$ cat src/rtl/uart_mmio_if.sv
// Data-memory port between the core's M stage and the UART peripheral.
// No valid/ready pair: a strobe (MemWrite lane or MemRead) qualified by CS is a
// single-cycle request that is always accepted on the rising edge it is sampled,
// and ReadData is a zero-latency combinational response in the same cycle.
interface uart_mmio_if;
  logic        CS;
  logic [1:0]  RegAddr;
  logic        MemRead;
  logic [3:0]  MemWrite;
  logic [31:0] WriteData;
  logic [31:0] ReadData;

  modport master (
    output CS, RegAddr, MemRead, MemWrite, WriteData,
    input  ReadData
  );

  modport slave (
    input  CS, RegAddr, MemRead, MemWrite, WriteData,
    output ReadData
  );
endinterface

$ cat src/rtl/uart_mmio.sv
// Memory-mapped 8N1 UART: TX FIFO feeding a serializer, and a synchronized
// RX deserializer with a single holding register. Registers: 0 = DATA, 1 = STATUS.
module uart_mmio #(
  parameter int unsigned DIVISOR    = 868,
  parameter int unsigned FIFO_DEPTH = 16
) (
  input  logic       CLK,
  input  logic       RESET,
  uart_mmio_if.slave bus,
  output logic       TX,
  input  logic       RX,
  output logic       IRQ,
  output logic [1:0] dbg_tx_state_o,
  output logic [1:0] dbg_rx_state_o
);
  localparam int unsigned PW = $clog2(FIFO_DEPTH);
  localparam int unsigned CW = PW + 1;
  localparam logic [15:0]   BIT_LAST  = 16'(DIVISOR - 1);
  localparam logic [15:0]   HALF_LAST = 16'(DIVISOR / 2 - 1);
  localparam logic [CW-1:0] DEPTH_C   = CW'(FIFO_DEPTH);

  typedef enum logic [1:0] {TX_IDLE, TX_START, TX_DATA, TX_STOP} tx_state_e;
  typedef enum logic [1:0] {RX_IDLE, RX_START, RX_DATA, RX_STOP} rx_state_e;

  // ---------------- TX FIFO ----------------
  logic [7:0]    fifo_mem_q [FIFO_DEPTH];
  logic [PW-1:0] wr_ptr_q, wr_ptr_d, rd_ptr_q, rd_ptr_d;
  logic [CW-1:0] fifo_cnt_q, fifo_cnt_d;
  logic          push_req, fifo_push, fifo_pop, fifo_full, fifo_empty;

  // Fullness uses the count at the start of the cycle, so a same-cycle pop frees no slot.
  assign push_req   = bus.CS & bus.MemWrite[0] & (bus.RegAddr == 2'd0);
  assign fifo_full  = (fifo_cnt_q == DEPTH_C);
  assign fifo_empty = (fifo_cnt_q == '0);
  assign fifo_push  = push_req & ~fifo_full;

  always_comb begin
    wr_ptr_d   = wr_ptr_q;
    rd_ptr_d   = rd_ptr_q;
    fifo_cnt_d = fifo_cnt_q;
    if (fifo_push) wr_ptr_d = wr_ptr_q + PW'(1);
    if (fifo_pop)  rd_ptr_d = rd_ptr_q + PW'(1);
    case ({fifo_push, fifo_pop})
      2'b10:   fifo_cnt_d = fifo_cnt_q + CW'(1);
      2'b01:   fifo_cnt_d = fifo_cnt_q - CW'(1);
      default: fifo_cnt_d = fifo_cnt_q;
    endcase
  end

  always_ff @(posedge CLK) begin
    if (fifo_push) fifo_mem_q[wr_ptr_q] <= bus.WriteData[7:0];
  end

  // ---------------- TX serializer ----------------
  tx_state_e   tx_state_q, tx_state_d;
  logic [15:0] tx_cnt_q, tx_cnt_d;
  logic [2:0]  tx_bit_q, tx_bit_d;
  logic [7:0]  tx_shift_q, tx_shift_d;
  logic        tx_q, tx_d;
  logic        tx_tick, tx_empty;

  assign tx_tick  = (tx_cnt_q == BIT_LAST);
  assign tx_empty = fifo_empty & (tx_state_q == TX_IDLE);

  always_comb begin
    tx_state_d = tx_state_q;
    tx_cnt_d   = tx_cnt_q;
    tx_bit_d   = tx_bit_q;
    tx_shift_d = tx_shift_q;
    fifo_pop   = 1'b0;
    case (tx_state_q)
      TX_IDLE: begin
        if (!fifo_empty) begin
          fifo_pop   = 1'b1;
          tx_state_d = TX_START;
          tx_cnt_d   = '0;
          tx_shift_d = fifo_mem_q[rd_ptr_q];
        end
      end
      TX_START: begin
        if (tx_tick) begin
          tx_state_d = TX_DATA;
          tx_cnt_d   = '0;
          tx_bit_d   = '0;
        end else begin
          tx_cnt_d = tx_cnt_q + 16'd1;
        end
      end
      TX_DATA: begin
        if (tx_tick) begin
          tx_cnt_d = '0;
          if (tx_bit_q == 3'd7) begin
            tx_state_d = TX_STOP;
          end else begin
            tx_bit_d   = tx_bit_q + 3'd1;
            tx_shift_d = {1'b0, tx_shift_q[7:1]};
          end
        end else begin
          tx_cnt_d = tx_cnt_q + 16'd1;
        end
      end
      TX_STOP: begin
        if (tx_tick) begin
          tx_cnt_d = '0;
          // Back-to-back frames: go straight to the next start bit.
          if (!fifo_empty) begin
            fifo_pop   = 1'b1;
            tx_state_d = TX_START;
            tx_shift_d = fifo_mem_q[rd_ptr_q];
          end else begin
            tx_state_d = TX_IDLE;
          end
        end else begin
          tx_cnt_d = tx_cnt_q + 16'd1;
        end
      end
      default: tx_state_d = TX_IDLE;
    endcase
    case (tx_state_d)
      TX_START: tx_d = 1'b0;
      TX_DATA:  tx_d = tx_shift_d[0];
      default:  tx_d = 1'b1;
    endcase
  end

  // ---------------- RX deserializer ----------------
  rx_state_e   rx_state_q, rx_state_d;
  logic [15:0] rx_cnt_q, rx_cnt_d;
  logic [2:0]  rx_bit_q, rx_bit_d;
  logic [7:0]  rx_shift_q, rx_shift_d;
  logic        rx_s1_q, rx_s2_q, rx_prev_q;
  logic        rx_tick, rx_stop_ok, rx_stop_bad;

  assign rx_tick = (rx_cnt_q == BIT_LAST);

  always_comb begin
    rx_state_d  = rx_state_q;
    rx_cnt_d    = rx_cnt_q;
    rx_bit_d    = rx_bit_q;
    rx_shift_d  = rx_shift_q;
    rx_stop_ok  = 1'b0;
    rx_stop_bad = 1'b0;
    case (rx_state_q)
      RX_IDLE: begin
        if (rx_prev_q & ~rx_s2_q) begin
          rx_state_d = RX_START;
          rx_cnt_d   = '0;
        end
      end
      RX_START: begin
        if (rx_cnt_q == HALF_LAST) begin
          rx_cnt_d   = '0;
          rx_bit_d   = '0;
          rx_state_d = rx_s2_q ? RX_IDLE : RX_DATA;
        end else begin
          rx_cnt_d = rx_cnt_q + 16'd1;
        end
      end
      RX_DATA: begin
        if (rx_tick) begin
          rx_cnt_d   = '0;
          rx_shift_d = {rx_s2_q, rx_shift_q[7:1]};
          if (rx_bit_q == 3'd7) rx_state_d = RX_STOP;
          else                  rx_bit_d   = rx_bit_q + 3'd1;
        end else begin
          rx_cnt_d = rx_cnt_q + 16'd1;
        end
      end
      RX_STOP: begin
        if (rx_tick) begin
          rx_cnt_d    = '0;
          rx_state_d  = RX_IDLE;
          rx_stop_ok  = rx_s2_q;
          rx_stop_bad = ~rx_s2_q;
        end else begin
          rx_cnt_d = rx_cnt_q + 16'd1;
        end
      end
      default: rx_state_d = RX_IDLE;
    endcase
  end

  // ---------------- Flags and register file ----------------
  logic       rx_valid_q, rx_valid_d, rx_overrun_q, rx_overrun_d;
  logic       tx_overflow_q, tx_overflow_d, rx_frame_err_q, rx_frame_err_d;
  logic       tx_ie_q, tx_ie_d, irq_q, irq_d;
  logic [7:0] rx_data_q, rx_data_d;
  logic       st_wr;
  logic [3:0] clr;
  logic [31:0] status;

  assign st_wr = bus.CS & bus.MemWrite[0] & (bus.RegAddr == 2'd1);
  assign clr   = st_wr ? bus.WriteData[5:2] : 4'b0000;

  // Each flag's set term is OR-ed after the clear, so a same-cycle set wins.
  always_comb begin
    rx_valid_d     = (rx_stop_ok & ~rx_valid_q) | (rx_valid_q & ~clr[0]);
    rx_overrun_d   = (rx_stop_ok & rx_valid_q)  | (rx_overrun_q & ~clr[1]);
    tx_overflow_d  = (push_req & fifo_full)     | (tx_overflow_q & ~clr[2]);
    rx_frame_err_d = rx_stop_bad                | (rx_frame_err_q & ~clr[3]);
    tx_ie_d        = st_wr ? bus.WriteData[6] : tx_ie_q;
    rx_data_d      = (rx_stop_ok & ~rx_valid_q) ? rx_shift_q : rx_data_q;
    irq_d          = rx_valid_q | (tx_empty & tx_ie_q);
  end

  assign status = {17'b0, 7'(fifo_cnt_q), 1'b0, tx_ie_q, rx_frame_err_q,
                   tx_overflow_q, rx_overrun_q, rx_valid_q, tx_empty, fifo_full};

  always_comb begin
    bus.ReadData = '0;
    if (bus.CS) begin
      case (bus.RegAddr)
        2'd0:    bus.ReadData = {24'b0, rx_data_q};
        2'd1:    bus.ReadData = status;
        default: bus.ReadData = '0;
      endcase
    end
  end

  always_ff @(posedge CLK) begin
    if (RESET) begin
      wr_ptr_q       <= '0;
      rd_ptr_q       <= '0;
      fifo_cnt_q     <= '0;
      tx_state_q     <= TX_IDLE;
      tx_cnt_q       <= '0;
      tx_bit_q       <= '0;
      tx_shift_q     <= '0;
      tx_q           <= 1'b1;
      rx_state_q     <= RX_IDLE;
      rx_cnt_q       <= '0;
      rx_bit_q       <= '0;
      rx_shift_q     <= '0;
      rx_s1_q        <= 1'b1;
      rx_s2_q        <= 1'b1;
      rx_prev_q      <= 1'b1;
      rx_valid_q     <= 1'b0;
      rx_overrun_q   <= 1'b0;
      tx_overflow_q  <= 1'b0;
      rx_frame_err_q <= 1'b0;
      tx_ie_q        <= 1'b0;
      rx_data_q      <= '0;
      irq_q          <= 1'b0;
    end else begin
      wr_ptr_q       <= wr_ptr_d;
      rd_ptr_q       <= rd_ptr_d;
      fifo_cnt_q     <= fifo_cnt_d;
      tx_state_q     <= tx_state_d;
      tx_cnt_q       <= tx_cnt_d;
      tx_bit_q       <= tx_bit_d;
      tx_shift_q     <= tx_shift_d;
      tx_q           <= tx_d;
      rx_state_q     <= rx_state_d;
      rx_cnt_q       <= rx_cnt_d;
      rx_bit_q       <= rx_bit_d;
      rx_shift_q     <= rx_shift_d;
      rx_s1_q        <= RX;
      rx_s2_q        <= rx_s1_q;
      rx_prev_q      <= rx_s2_q;
      rx_valid_q     <= rx_valid_d;
      rx_overrun_q   <= rx_overrun_d;
      tx_overflow_q  <= tx_overflow_d;
      rx_frame_err_q <= rx_frame_err_d;
      tx_ie_q        <= tx_ie_d;
      rx_data_q      <= rx_data_d;
      irq_q          <= irq_d;
    end
  end

  assign TX             = tx_q;
  assign IRQ            = irq_q;
  assign dbg_tx_state_o = tx_state_q;
  assign dbg_rx_state_o = rx_state_q;

  // Reads have no side effects and only byte lane 0 carries register bits.
  logic unused_bus;
  assign unused_bus = &{1'b0, bus.MemRead, bus.MemWrite[3:1], bus.WriteData[31:8]};
endmodule

$ cat src/flat_wrapper.sv
// flat-port wrapper written by rule: the top's interface ports become plain ports
module uart_mmio_flat 
#(
  parameter int unsigned DIVISOR    = 868,
  parameter int unsigned FIFO_DEPTH = 16
)
  (CLK, RESET, TX, RX, IRQ, dbg_tx_state_o, dbg_rx_state_o, bus_CS, bus_RegAddr, bus_MemRead, bus_MemWrite, bus_WriteData, bus_ReadData);
  uart_mmio_if bus_i ();
  input  logic CLK;
  input  logic RESET;
  output logic TX;
  input  logic RX;
  output logic IRQ;
  output logic [1:0] dbg_tx_state_o;
  output logic [1:0] dbg_rx_state_o;
  input wire logic [$bits(bus_i.CS)-1:0] bus_CS;
  input wire logic [$bits(bus_i.RegAddr)-1:0] bus_RegAddr;
  input wire logic [$bits(bus_i.MemRead)-1:0] bus_MemRead;
  input wire logic [$bits(bus_i.MemWrite)-1:0] bus_MemWrite;
  input wire logic [$bits(bus_i.WriteData)-1:0] bus_WriteData;
  output wire logic [$bits(bus_i.ReadData)-1:0] bus_ReadData;
  assign bus_i.CS = bus_CS;
  assign bus_i.RegAddr = bus_RegAddr;
  assign bus_i.MemRead = bus_MemRead;
  assign bus_i.MemWrite = bus_MemWrite;
  assign bus_i.WriteData = bus_WriteData;
  assign bus_ReadData = bus_i.ReadData;
  uart_mmio #(.DIVISOR(DIVISOR), .FIFO_DEPTH(FIFO_DEPTH)) u_core (.CLK(CLK), .RESET(RESET), .bus(bus_i), .TX(TX), .RX(RX), .IRQ(IRQ), .dbg_tx_state_o(dbg_tx_state_o), .dbg_rx_state_o(dbg_rx_state_o));
endmodule
$ cat config.mk
export PLATFORM = sky130hd
export DESIGN_NAME = uart_mmio_flat
export DESIGN_NICKNAME = d
export VERILOG_FILES = /design/src/rtl/uart_mmio_if.sv /design/src/rtl/uart_mmio.sv /design/src/flat_wrapper.sv
export SDC_FILE = /design/constraint.sdc
export NUM_CORES = 1
export LEC_CHECK = 0
export CAP_MARGIN = 10
export CORE_ASPECT_RATIO = 1.5
export CORE_MARGIN = 1
export CORE_UTILIZATION = 35
export CTS_BUF_LIST = sky130_fd_sc_hd__clkbuf_8
export CTS_CLUSTER_SIZE = 30
export DETAILED_ROUTE_END_ITERATION = 6
export GPL_TIMING_DRIVEN = 0
export HOLD_SLACK_MARGIN = 0.15
export SYNTH_ARGS = -nofsm -noshare
export SYNTH_HDL_FRONTEND = slang
export SYNTH_SLANG_ARGS = --single-unit
$ cat constraint.sdc
create_clock -name CLK -period 3.85 [get_ports CLK]
set_input_delay 0.77 -clock CLK [delete_from_list [all_inputs] [get_ports CLK]]
set_output_delay 0.77 -clock CLK [all_outputs]
set_load 0.02 [all_outputs]
Word level (Yosys, flattened, before mapping):

Memory sizes are Yosys's and may differ from the RTL's. A register that Yosys moved wholly into a read port is not among the register bits.
Cells that the tools add are included.

* bits in writable memories: 128
* register bits after elaboration: 89
* input bits: 43
* memories: 1

* reduce and logical (&&, ||, !) cells: 15
* bitwise operators: 26
* equality and inequality tests: 28
* muxes and demuxes: 50
* add/subtract/negate cells: 8

Memory list
* u_core.fifo_mem_q: depth 16, bits a word 8, rd ports 1, clocked after Yosys merged registers in 1, wr ports 1, RTL line uart_mmio.sv:26 `logic [7:0] fifo_mem_q [FIFO_DEPTH];`

Operators with widths (number)
* two-way mux 16 bit: 5
* one-hot mux 16 bit (3 select lines): 1
* adder 16 x 1 -> 16 bit (second input constant): 2
* == test 16 x 10 -> 1 bit (second input constant): 2
* two-way mux 32 bit: 1
* two-way mux 8 bit: 4
* one-hot mux 16 bit (2 select lines): 1
* one-hot mux 13 bit (2 select lines): 1
* one-hot mux 8 bit (3 select lines): 1
* two-way mux 2 bit: 11
* two-way mux 3 bit: 6
* == test 16 x 9 -> 1 bit (second input constant): 1
* != test 2 x 1 -> 1 bit (second input constant): 8
* one-hot mux 2 bit (4 select lines): 2
* AND 1 bit: 14
* == test 2 bit (second input constant): 6
* two-way mux 4 bit: 3
* one-hot mux 3 bit (2 select lines): 2
* AND reduction 4 bit: 3
* == test 2 x 1 -> 1 bit (second input constant): 5
* one-hot mux 5 bit (2 select lines): 1
* two-way mux 1 bit: 9
* adder 4 x 1 -> 4 bit (second input constant): 2
* NOT 1 bit: 7
* other kinds (16): 29

Longest topological paths before layout:

* depth in word-level cells: 6
* mapped depth: 13
* mapped depth without buffers: 12

Worst setup path before layout:

Ideal clock, no wire load.

* kind: reg-to-reg
* start: register u_core.tx_state_q[0], in the netlist u_core.dbg_tx_state_o[0]
* end: register u_core.fifo_cnt_q[4]
* arrival: 3396 ps
* slack: 372 ps
* cell stages (with the launch flop): 11
* setup time: 82 ps
* data required time: 3768 ps
* period minus slack after synthesis: 3478 ps
* buffers on the path: 0
* cell sequence: dfxtp_1 -> ha_1 -> or4bb_1 -> o41a_1 -> nor3_4 -> ha_1 -> ha_1 -> a41o_1 -> or4_1 -> mux2_1 -> o2111ai_1

* longest elaborated chain between the ends: 4

Ends and longest elaborated chain
* start: declaration: RTL line uart_mmio.sv:55 `tx_state_e tx_state_q, tx_state_d;`
* start signal: assignment: RTL line uart_mmio.sv:248 `tx_state_q <= tx_state_d;`
* == test 2 bit / logical NOT 2 bit (equally long branches): RTL line uart_mmio.sv:71 `case (tx_state_q)`
* one-hot mux 1 bit (2 select lines) *: RTL line uart_mmio.sv:71
* net u_core.fifo_pop: RTL line uart_mmio.sv:29 `logic push_req, fifo_push, fifo_pop, fifo_full, fifo_empty;`
* == test 2 x 1 -> 1 bit / == test 2 bit (equally long branches): RTL line uart_mmio.sv:43 `case ({fifo_push, fifo_pop})`
* one-hot mux 5 bit (2 select lines) / nonzero test 2 bit (equally long branches)
* end signal: assignment: RTL line uart_mmio.sv:247 `fifo_cnt_q <= fifo_cnt_d;`
* end: declaration: RTL line uart_mmio.sv:28 `logic [CW-1:0] fifo_cnt_q, fifo_cnt_d;`

The timed path passes the listed nets; every way through them passes the cells marked *.
A chain may end at the register's enable or synchronous reset.

Worst setup path in the final report:

Same ends and word-level chain as after synthesis.

==> impl_summary.txt <==
----------------------------------------------------
[Status]
  Result of the run ... finished with violations
  Violations in the final reports ... DRC

[Setup path]
  Worst Path Arrival ... 4.07 ns
  Critical Path End Type ... flop
  Path depth of the worst reg2reg path ... 10
  Crit path required time ... 4.30 ns
  Register-to-register setup slack ... 0.23 ns
  Setup CP Type ... reg -> reg
  Largest driver fanout on the critical path ... 7
  Kind of start point of the critical path ... flop

[Floorplanning]
  Number of rows in the core area ... 74
  Height of the chip ... 207 um
  Initial core utilization ... 35.8%
  Ports ... 81
  Core outline area ... 27400 um^2
  Area of the die ... 28700 um^2
  Horizontal extent of the die ... 139 um

[Clock tree]
  TritonCTS clock tree ... yes
  Clock transition time at the flip-flop clock pins of the worst setup and hold paths ... 0.06 ns
  Number of buffers inserted during clock tree synthesis ... 38
  Clk buf depth ... 3
  Buffers inserted by post-CTS timing repair ... 0
  Worst skew pair latency ... 0.55 ns
  Root cell of the clock tree ... sky130_fd_sc_hd__clkbuf_8
  Clk sink count ... 221
  Deepest level of the CTS H-tree ... 2

[Yosys]
  Number of synthesized flops with an enable pin ... 128
  Distinct cells, synth ... 76
  Top area cells in the synthesized netlist ... sky130_fd_sc_hd__edfxtp_1 39%, sky130_fd_sc_hd__dfxtp_1 19%, sky130_fd_sc_hd__mux4_2 8.5%
  Async set-reset flop share out of synthesis ... 0%
  Number of synthesized register bits ... 221
  Average cell area after synthesis ... 12.7 um^2
  Dominant synthesized flop cell ... sky130_fd_sc_hd__edfxtp_1
  Netlist area before placement ... 9800 um^2
  Cell type with the largest total area after synthesis ... sky130_fd_sc_hd__edfxtp_1
  Proportion of netlist area held by the largest area contributor ... 39.2%
  Synthesized instance count ... 772
  Part of the Yosys area used for sequential elements ... 58.2%
  Ys Warns ... 0

[STA]
  Max-slew headroom at the worst pin ... 31.1%
  Maximum clock skew at final layout ... 0.0284 ns
  Accumulated negative setup slack ... 0 ns
  Highest attainable clock frequency ... 276 MHz
  Pin slew with the least headroom to its limit ... 1.03 ns
  Max-slew violations ... 0
  Final-report setup violation count ... 0
  Number of failing hold endpoints at the final stage ... 0
  Min Tclk post-route ... 3.62 ns
  Share of the cycle needed by the critical path after routing ... 94.1%
  Unrepaired setup endpoints after global routing ... no

[Pwr]
  Internal Pwr Total ... 4.07 mW
  Power share of the clock group ... 33.6%
  Maximum resistive drop on vdd ... 0.000285 V
  P_sw ... 1.68 mW
  Leakage power figure ... 3.98 nW
  Sequential Power Share ... 46.0%
  Power per unit of standard cell area ... 507 nW/um^2
  Combinational share of power ... 20.4%
  Switching power share of the total ... 29.3%

[Worst hold path]
  Type of the tightest min-delay check ... reg -> reg
  Number of cells traversed by the worst hold path ... 1

[Routing]
  Vias per cell ... 5.13
  Total number of vias ... 6321
  Post-route ant nets ... 0
  First drt pass iteration count ... 7
  Wire length reported by the detailed router ... 22.3 mm
  Starting DRC count in detailed routing ... 361
  Number of DRC violations after detailed routing ... 3
  WL/cell ... 18.1 um

[Global route]
  Global-route met3 utilization ... 2.91%
  GRT Total Usage ... 15.9%
  Wire length of the first global-routing pass ... 34.8 mm
  Met2 track demand over resource ... 29.8%
  Congestion Overflow GR ... 0
  Busiest layer in global routing ... met2
  Met1 Resource Use GR ... 17.9%
  Antenna violations before repair ... 0
  Number of global-route vias before repair ... 6202
  Pin count of the biggest net entering global routing ... 18

[Final layout]
  Number of diodes ... 0
  Final Net Count ... 927
  Growth of design area from synthesis to finish ... 15.8%
  Most common library cell in the layout ignoring fill and taps ... sky130_fd_sc_hd__edfxtp_1
  Most used cells in the layout excluding fill and tap cells ... 128 x sky130_fd_sc_hd__edfxtp_1, 101 x sky130_fd_sc_hd__nor2_1, 93 x sky130_fd_sc_hd__dfxtp_1, 44 x sky130_fd_sc_hd__nand2_1, 41 x sky130_fd_sc_hd__clkbuf_8
  Share of the core filled with cells in the final layout ... 41.4%
  Share of cells above drive strength 1 ... 15.6%

[Place]
  HPWL reported at the end of detailed placement ... 15.5 mm
  Final Wtd Congestion ... 0.813
  Count of buffers inserted at the top-level ports ... 32

[Flow run]
  Maxcap violations ... 0

----------------------------------------------------
==> logic make-up (layout without fill, tap and decap cells) <==
family / Yosys count / count (layout) / synth area share [%]
AO/OA/AOI/OAI: 103 / 103 / 7.52
AND/OR/NAND/NOR: 256 / 256 / 13.7
other: 1 / 19 / 0.0383
adder cells (fa/ha/maj): 20 / 20 / 2.55
XOR/XNOR: 23 / 23 / 2.06
flip-flops: 221 / 221 / 58.2
buffers and inverters: 75 / 176 / 3.70
multiplexers: 73 / 73 / 12.2
==> cell usage after synthesis (all sizes together), types with 12 or more instances <==
cell / number
a21oi: 24
a22oi: 15
and3: 14
buf: 29
clkbuf: 33
dfxtp: 93
edfxtp: 128
ha: 20
inv: 13
mux2i: 31
mux4: 37
nand2: 44
nand3: 12
nand4: 12
nor2: 103
nor3: 14
o21ai: 14
xor2: 18
==> registers in the layout (all words and copies together) (netlist names), named ones only <==
| signal | count |
|---|---|
| u_core.rx_overrun_q | 1 |
| u_core.tx_bit_q | 3 |
| u_core.rd_ptr_q | 4 |
| u_core.rx_s2_q | 1 |
| u_core.rx_s1_q | 1 |
| u_core.fifo_cnt_q | 5 |
| u_core.tx_ie_q | 1 |
| u_core.rx_cnt_q | 16 |
| u_core.rx_valid_q | 1 |
| u_core.tx_shift_q | 8 |
| u_core.tx_cnt_q | 16 |
| u_core.rx_data_q | 8 |
| u_core.wr_ptr_q | 4 |
| u_core.rx_bit_q | 3 |
| u_core.dbg_tx_state_o | 2 |
| u_core.tx_overflow_q | 1 |
| u_core.TX | 1 |
| u_core.fifo_mem_q | 128 |
| u_core.rx_shift_q | 8 |
| u_core.IRQ | 1 |
| u_core.rx_prev_q | 1 |
| u_core.dbg_rx_state_o | 1 |
| u_core.rx_frame_err_q | 1 |
==> stage by stage <==
step	hold WS [ns]	setup WS (ns)	power, mW	area, um^2	cells
2_1_floorplan	0.389	0.372	3.53	9870	790
3_3_place_gp	0.394	0.0330	3.86	10600	1164
3_5_place_dp	0.394	0.0275	3.87	10600	1166
4_1_cts	0.408	0.0718	5.82	11300	1233
5_1_grt	0.428	0.00640	6.03	11300	1233
6_report	0.407	0.229	5.76	11300	1233
==> per-layer routing <==
metal	up-vias	wire length, um
met1	3080	8960
met4	0	676
met3	48	1120
met5	-	0
met2	134	11600
li1	3059	-
==> power by group through the flow <==
| stage | combinational [mW] | sequential, mW | clock [mW] |
|---|---|---|---|
| floorplan | 0.845 | 2.68 | 0 |
| global placement | 1.17 | 2.69 | 0 |
| detailed placement | 1.18 | 2.69 | 0 |
| CTS | 1.19 | 2.64 | 1.99 |
| global route | 1.30 | 2.65 | 2.08 |
| finish | 1.18 | 2.65 | 1.93 |
==> area by class of cell <==
| type | count | area (um^2) |
|---|---|---|
| clock buffers | 41 | 564 |
| multi-input cells | 494 | 3820 |
| well taps | 342 | 428 |
| repair buffers | 34 | 335 |
| flip-flops and latches | 221 | 5710 |
| fillers | 2583 | 16100 |
| clock inverters | 26 | 124 |
| plain buffers | 62 | 314 |
| inverters | 13 | 48.8 |
==> path summary, 6_finish.rpt <==
check,from,end
min,u_core.rx_s1_q$_SDFF_PP1_,u_core.rx_s2_q$_SDFF_PP1_
max,u_core.dbg_tx_state_o[0]$_SDFF_PP0_,u_core.fifo_cnt_q[4]$_SDFFE_PP0P_
min reg2reg,u_core.rx_s1_q$_SDFF_PP1_,u_core.rx_s2_q$_SDFF_PP1_
max reg2reg,u_core.dbg_tx_state_o[0]$_SDFF_PP0_,u_core.fifo_cnt_q[4]$_SDFFE_PP0P_
==> what timing repair did <==
item,4_1_cts,5_1_grt
hold buffers,0,0
resized for setup,2,2
setup endpoints to repair,1,2
pin swaps,0,0
==> critical path, cell delays in order, from the launching register on <==
cell and delay (ns):
sky130_fd_sc_hd__dfxtp_1 0.48, sky130_fd_sc_hd__ha_2 0.30, sky130_fd_sc_hd__or4bb_1 0.47, sky130_fd_sc_hd__o41a_1 0.41
sky130_fd_sc_hd__nor3_4 0.30, sky130_fd_sc_hd__ha_1 0.22, sky130_fd_sc_hd__ha_1 0.26, sky130_fd_sc_hd__a41o_1 0.25
sky130_fd_sc_hd__or4_1 0.46, sky130_fd_sc_hd__mux2_1 0.30, sky130_fd_sc_hd__o2111ai_1 0.09
Note: power is estimated with default switching activity, not from simulation.
